===== config.mk =====
export PLATFORM = sky130hd
export DESIGN_NAME = fpga_io_edge_ctrl_flat
export DESIGN_NICKNAME = d
export VERILOG_FILES = /design/src/rtl/fpga_io_edge_ctrl_if.sv /design/src/rtl/fpga_io_edge_ctrl.sv /design/src/flat_wrapper.sv
export SDC_FILE = /design/constraint.sdc
export NUM_CORES = 1
export LEC_CHECK = 0
export BUFFER_PORTS_ARGS = -buffer_cell sky130_fd_sc_hd__buf_2
export CELL_PAD_IN_SITES_DETAIL_PLACEMENT = 1
export CELL_PAD_IN_SITES_GLOBAL_PLACEMENT = 1
export CORE_MARGIN = 5
export CORE_UTILIZATION = 51
export DETAILED_ROUTE_END_ITERATION = 7
export GPL_TIMING_DRIVEN = 0
export PLACE_DENSITY_LB_ADDON = 0.1
export SYNTH_ARGS = -nofsm -noshare
export SYNTH_HDL_FRONTEND = slang
export SYNTH_SLANG_ARGS = --single-unit

===== constraint.sdc =====
create_clock -name clk -period 4.71 [get_ports clk]
set_input_delay 0.2355 -clock clk [delete_from_list [all_inputs] [get_ports clk]]
set_output_delay 0.2355 -clock clk [all_outputs]
set_load 0.005 [all_outputs]

===== src/rtl/fpga_io_edge_ctrl_if.sv =====
`default_nettype none
// +--------------------------------------------------------------------------+
// | fpga_io_edge_ctrl_if                                                     |
// | Config scan chain and pad/fabric bus for one IO tile row.                |
// | Rev 1.0                                                                  |
// +--------------------------------------------------------------------------+
interface fpga_io_edge_ctrl_if #(
    parameter int NUM_IO = 10
);
    logic              scan_en;
    logic              scan_in;
    logic              scan_out;
    logic              cfg_commit;
    logic              cfg_ready;
    logic              cfg_err;
    logic [NUM_IO-1:0] pad_in;
    logic [NUM_IO-1:0] pad_out;
    logic [NUM_IO-1:0] pad_oe;
    logic [NUM_IO-1:0] fab_out;
    logic [NUM_IO-1:0] fab_in;

    modport master (
        output scan_en, scan_in, cfg_commit, pad_in, fab_out,
        input  scan_out, cfg_ready, cfg_err, pad_out, pad_oe, fab_in
    );

    modport slave (
        input  scan_en, scan_in, cfg_commit, pad_in, fab_out,
        output scan_out, cfg_ready, cfg_err, pad_out, pad_oe, fab_in
    );
endinterface
`default_nettype wire


===== src/rtl/fpga_io_edge_ctrl.sv =====
`default_nettype none
// +--------------------------------------------------------------------------+
// | fpga_io_edge_ctrl                                                        |
// | Scan-configured IO tile row with checked shadow-to-active commit.        |
// | Rev 1.0                                                                  |
// +--------------------------------------------------------------------------+
module fpga_io_edge_ctrl #(
    parameter int NUM_IO      = 10,
    parameter int SYNC_STAGES = 2
) (
    input  wire logic          clk,
    input  wire logic          rst_n,
    fpga_io_edge_ctrl_if.slave io
);
    localparam int CFG_BITS = 4;
    localparam int TOT      = NUM_IO * CFG_BITS;
    localparam int CNT_W    = $clog2(TOT + 1);
    localparam logic [CNT_W-1:0] TOT_CNT = CNT_W'(TOT);
    localparam int OE_BIT    = 0;
    localparam int OREG_BIT  = 1;
    localparam int IREG_BIT  = 2;
    localparam int ISYNC_BIT = 3;

    logic [TOT-1:0]   shadow_q,  shadow_d;
    logic [TOT-1:0]   active_q,  active_d;
    logic [CNT_W-1:0] bit_cnt_q, bit_cnt_d;
    logic             cfg_err_q, cfg_err_d;

    logic [NUM_IO-1:0]                  out_q;
    logic [NUM_IO-1:0]                  in_q;
    logic [SYNC_STAGES-1:0][NUM_IO-1:0] sync_q;

    logic              w_cfg_ready;
    logic              w_commit_ok;
    logic [NUM_IO-1:0] w_pad_oe;
    logic [NUM_IO-1:0] w_pad_out;
    logic [NUM_IO-1:0] w_fab_in;

    assign w_cfg_ready = (bit_cnt_q == TOT_CNT);
    assign w_commit_ok = io.cfg_commit && !io.scan_en && w_cfg_ready;

    // A commit can only be accepted with scan_en low, so shift and load never collide.
    always_comb begin
        shadow_d  = shadow_q;
        active_d  = active_q;
        bit_cnt_d = bit_cnt_q;
        cfg_err_d = cfg_err_q;
        if (io.scan_en) begin
            shadow_d = {shadow_q[TOT-2:0], io.scan_in};
            if (bit_cnt_q != TOT_CNT) begin
                bit_cnt_d = bit_cnt_q + 1'b1;
            end
        end
        if (io.cfg_commit) begin
            if (w_commit_ok) begin
                active_d  = shadow_q;
                bit_cnt_d = '0;
                cfg_err_d = 1'b0;
            end else begin
                cfg_err_d = 1'b1;
            end
        end
    end

    always_ff @(posedge clk or negedge rst_n) begin
        if (!rst_n) begin
            shadow_q  <= '0;
            active_q  <= '0;
            bit_cnt_q <= '0;
            cfg_err_q <= 1'b0;
        end else begin
            shadow_q  <= shadow_d;
            active_q  <= active_d;
            bit_cnt_q <= bit_cnt_d;
            cfg_err_q <= cfg_err_d;
        end
    end

    // Pad registers run every cycle regardless of mode, so a mode switch is glitch-free but unflushed.
    always_ff @(posedge clk or negedge rst_n) begin
        if (!rst_n) begin
            out_q  <= '0;
            in_q   <= '0;
            sync_q <= '0;
        end else begin
            out_q  <= io.fab_out;
            in_q   <= io.pad_in;
            sync_q <= {sync_q[SYNC_STAGES-2:0], io.pad_in};
        end
    end

    generate
        for (genvar i = 0; i < NUM_IO; i++) begin : g_tile
            logic [CFG_BITS-1:0] w_cfg;
            assign w_cfg        = active_q[CFG_BITS*i +: CFG_BITS];
            assign w_pad_oe[i]  = w_cfg[OE_BIT];
            assign w_pad_out[i] = w_cfg[OREG_BIT] ? out_q[i] : io.fab_out[i];
            assign w_fab_in[i]  = w_cfg[ISYNC_BIT] ? sync_q[SYNC_STAGES-1][i] :
                                  (w_cfg[IREG_BIT] ? in_q[i] : io.pad_in[i]);
        end
    endgenerate

    assign io.pad_oe    = w_pad_oe;
    assign io.pad_out   = w_pad_out;
    assign io.fab_in    = w_fab_in;
    assign io.scan_out  = shadow_q[TOT-1];
    assign io.cfg_ready = w_cfg_ready;
    assign io.cfg_err   = cfg_err_q;

endmodule
`default_nettype wire


===== src/flat_wrapper.sv =====
// flat-port wrapper written by rule: the top's interface ports become plain ports
module fpga_io_edge_ctrl_flat 
#(
    parameter int NUM_IO      = 10,
    parameter int SYNC_STAGES = 2
)
  (clk, rst_n, io_scan_en, io_scan_in, io_cfg_commit, io_pad_in, io_fab_out, io_scan_out, io_cfg_ready, io_cfg_err, io_pad_out, io_pad_oe, io_fab_in);
  fpga_io_edge_ctrl_if #(.NUM_IO(NUM_IO)) io_i ();
  input  wire logic clk;
  input  wire logic rst_n;
  input wire logic [$bits(io_i.scan_en)-1:0] io_scan_en;
  input wire logic [$bits(io_i.scan_in)-1:0] io_scan_in;
  input wire logic [$bits(io_i.cfg_commit)-1:0] io_cfg_commit;
  input wire logic [$bits(io_i.pad_in)-1:0] io_pad_in;
  input wire logic [$bits(io_i.fab_out)-1:0] io_fab_out;
  output wire logic [$bits(io_i.scan_out)-1:0] io_scan_out;
  output wire logic [$bits(io_i.cfg_ready)-1:0] io_cfg_ready;
  output wire logic [$bits(io_i.cfg_err)-1:0] io_cfg_err;
  output wire logic [$bits(io_i.pad_out)-1:0] io_pad_out;
  output wire logic [$bits(io_i.pad_oe)-1:0] io_pad_oe;
  output wire logic [$bits(io_i.fab_in)-1:0] io_fab_in;
  assign io_i.scan_en = io_scan_en;
  assign io_i.scan_in = io_scan_in;
  assign io_i.cfg_commit = io_cfg_commit;
  assign io_i.pad_in = io_pad_in;
  assign io_i.fab_out = io_fab_out;
  assign io_scan_out = io_i.scan_out;
  assign io_cfg_ready = io_i.cfg_ready;
  assign io_cfg_err = io_i.cfg_err;
  assign io_pad_out = io_i.pad_out;
  assign io_pad_oe = io_i.pad_oe;
  assign io_fab_in = io_i.fab_in;
  fpga_io_edge_ctrl #(.NUM_IO(NUM_IO), .SYNC_STAGES(SYNC_STAGES)) u_core (.clk(clk), .rst_n(rst_n), .io(io_i));
endmodule

==> out/results.ini <==
[synth]
synthAdderAreaFrac_pct=0.555
synth_edf_count=0
synth_nets=316
async_reset_ff_share_pct=100
synth.top_cell.area_share_pct=64.9
synth-simple-area-share_pct=3.80
synth.area.mux_share_pct=24.9
yosysSeqAreaShare_pct=64.9
syn_inst=289
synth_area_per_cell_um2=15.6
synth_top_family_by_area=multiplexers
yosys-top-cells-area=dfrtp_1 (65%), mux2_2 (23%), mux2i_1 (2.2%)
ys_types=26
synth_commonest_cells=dfrtp_1 (117), mux2_2 (91), nand2_1 (15)
synth_most_common_cell=dfrtp_1
synthXorXnorAreaFrac_pct=0.194
ys.flop_type=dfrtp_1
synth-seq-cells=117
synth_area_um2=4510
yosysWarningCount=0
yosysTopAreaCell=dfrtp_1
synth_compound_area_share_pct=2.16

[timing]
max_slew.worst_pin.slew_ns=0.583
slew_violations=0
setup_viol=0
rsz0062_at_grt=false
max_clock_freq_ghz=0.483
min_period_over_period_pct=44.0
finalSetupTns_ns=0
hold_viol_final=0
clock_skew_ns=0.0101
min_period_ns=2.07
max_slew_margin_pct=61.1

[hold_path]
min_path_type=primary input to register
worstHoldStart=io_scan_en

[layout]
n_antenna_cell=0
nNetsFinal=416
syn2layout_area_growth_pct=26.7
n_fill_cell=832
finalCoreUtilization_pct=65.9
drive_above_1_share_pct=50.2

[detailed_routing]
drc=0
via_per_inst=5.10
num_vias=2603
drtIter0Drc=62
finalWirelength_mm=8.63
drt_first_pass_iters=4
post_drt_wl_per_cell_um=16.9
postRouteAntennaNets=0

[cts]
post-cts-setup-buffers=0
cts_resized=0
clockBufferDepth=2
root_buffer=clkbuf_8
cts_tree=done
cts_made_buffers=17
clock_latency_ns=0.50
clk_pin_slew_ns=0.05
holdBufCountCts=23
htree_levels=4
cts.sinks=117

[global_route]
track_usage_pct=17.8
grt_antenna_before_repair=0
grt_max_degree=61
first_global_vias=3096
gr-total-overflow=0
grt_pass1_wl_mm=15.5

[outcome]
outcome=completed

[power_and_ir_drop]
p_per_area_nw_per_um2=476
vdd_drop_max_mv=0.312
p_leak_nw=2.76
finalPower_w=0.00272

[setup_path]
crit_family=simple AND/OR/NAND/NOR gates
required_ns=4.47
cp-start-kind=register
cp_cell_sequence=inv_1 -> ha_1 -> and4bb_2 -> and2_1 -> buf_2
endpoint_kind=primary output
slowest_stage=dfrtp_1
critPathLaunch=u_core.bit_cnt_q[0]
crit_buf_inv=2
crit_arrival_ns=1.84
crit_fanout=5
critPathMaxStageDelay_ns=0.42
worstSetupPathType=register to primary output
rr_startpoint=u_core.bit_cnt_q[0]

[floorplan]
fp.dieArea_um2=10800
io-pin-count=58
rows=34
dieWidth_um=104
core_um2=8680
floorplan.initialDensity_pct=52.0
die_h_um=104

[placement]
io_buffer_count=57
dp_hpwl_mm=5.28
gp_congestion=0.701

[job]
drv_cap=0

[power by group]
part	internal, W	leakage [nW]	switching (W)
sequential	0.00116	1.50	0.000124
clock	0.000682	0.257	0.000432
combinational	0.000189	1.00	0.000127
[placed cells by master (no fill, tap or decap), types with 4 or more instances in the layout]
| cell | Yosys | layout |
|---|---|---|
| mux2i_1 | 10 | 10 |
| clkbuf_16 | 0 | 16 |
| clkinv_2 | 0 | 6 |
| buf_4 | 10 | 10 |
| buf_2 | 5 | 61 |
| clkbuf_1 | 1 | 4 |
| o21ai_0 | 12 | 12 |
| dfrtp_1 | 117 | 117 |
| clkbuf_8 | 0 | 4 |
| buf_6 | 4 | 5 |
| dlygate4sd3_1 | 0 | 23 |
| nand2_1 | 15 | 15 |
| mux2_2 | 91 | 91 |
[sequential cells by signal (all words and copies together) (netlist names)]
register,count
u_core.active_q,40
u_core.bit_cnt_q,6
u_core.in_q,10
u_core.io.cfg_err,1
u_core.shadow_q,40
u_core.sync_q,10
u_core.out_q,10
[layer usage]
metal / track usage (%) / part of all wire [%]
met1: 22.2 / 43
met2: 29.5 / 52
met3: 5.21 / 4.1
met4: 6.66 / 1.3
met5: 0 / 0
[through the flow]
| stage | instance area, µm² | setup WS (ns) | std cells | hold slack (ns) |
|---|---|---|---|---|
| after detailed placement | 4970 | 2.75 | 455 | 0.240 |
| after global placement | 4930 | 2.00 | 454 | 0.355 |
| after global routing | 5720 | 2.50 | 510 | 0.205 |
| after CTS | 5720 | 2.62 | 510 | 0.190 |
| final | 5720 | 2.64 | 510 | 0.210 |
| after floorplan | 4510 | 2.96 | 289 | -0.0601 |
[cell type report]
type	instances	area (µm²)	area share, %
flip-flops and latches	117	2930	51.2
multi-input cells	150	1430	25.0
repair buffers	81	549	9.61
clock buffers	23	467	8.16
plain buffers	20	149	2.60
well taps	108	135	2.36
clock inverters	9	53.8	0.941
inverters	2	7.51	0.131
[cells by family after synthesis]
logic type | Yosys count
flops | 117
xor+xnor | 1
mux | 101
compound gates | 17
simple gates | 29
fa+ha+maj | 2
buf+inv | 22
[worst paths after layout]
| check | to | slack (ns) | cells after the start |
|---|---|---|---|
| min in group asynchronous | u_core.in_q[9] | 0.26 | 2 |
| worst min register to register | u_core.sync_q[14] | 0.37 | 0 |
| worst max register to register | u_core.active_q[20] | 2.71 | 6 |
| worst min-delay path | u_core.bit_cnt_q[0] | 0.21 | 3 |
| max in group asynchronous | u_core.active_q[27] | 3.78 | 3 |
| worst max-delay path | io_cfg_ready | 2.64 | 5 |
[worst min-delay path, cell delays in order]
cell	delay, ns
buf_2	0.13
nand2_1	0.11
o221a_2	0.19
No activity file was read; power rests on OpenSTA's default activity.
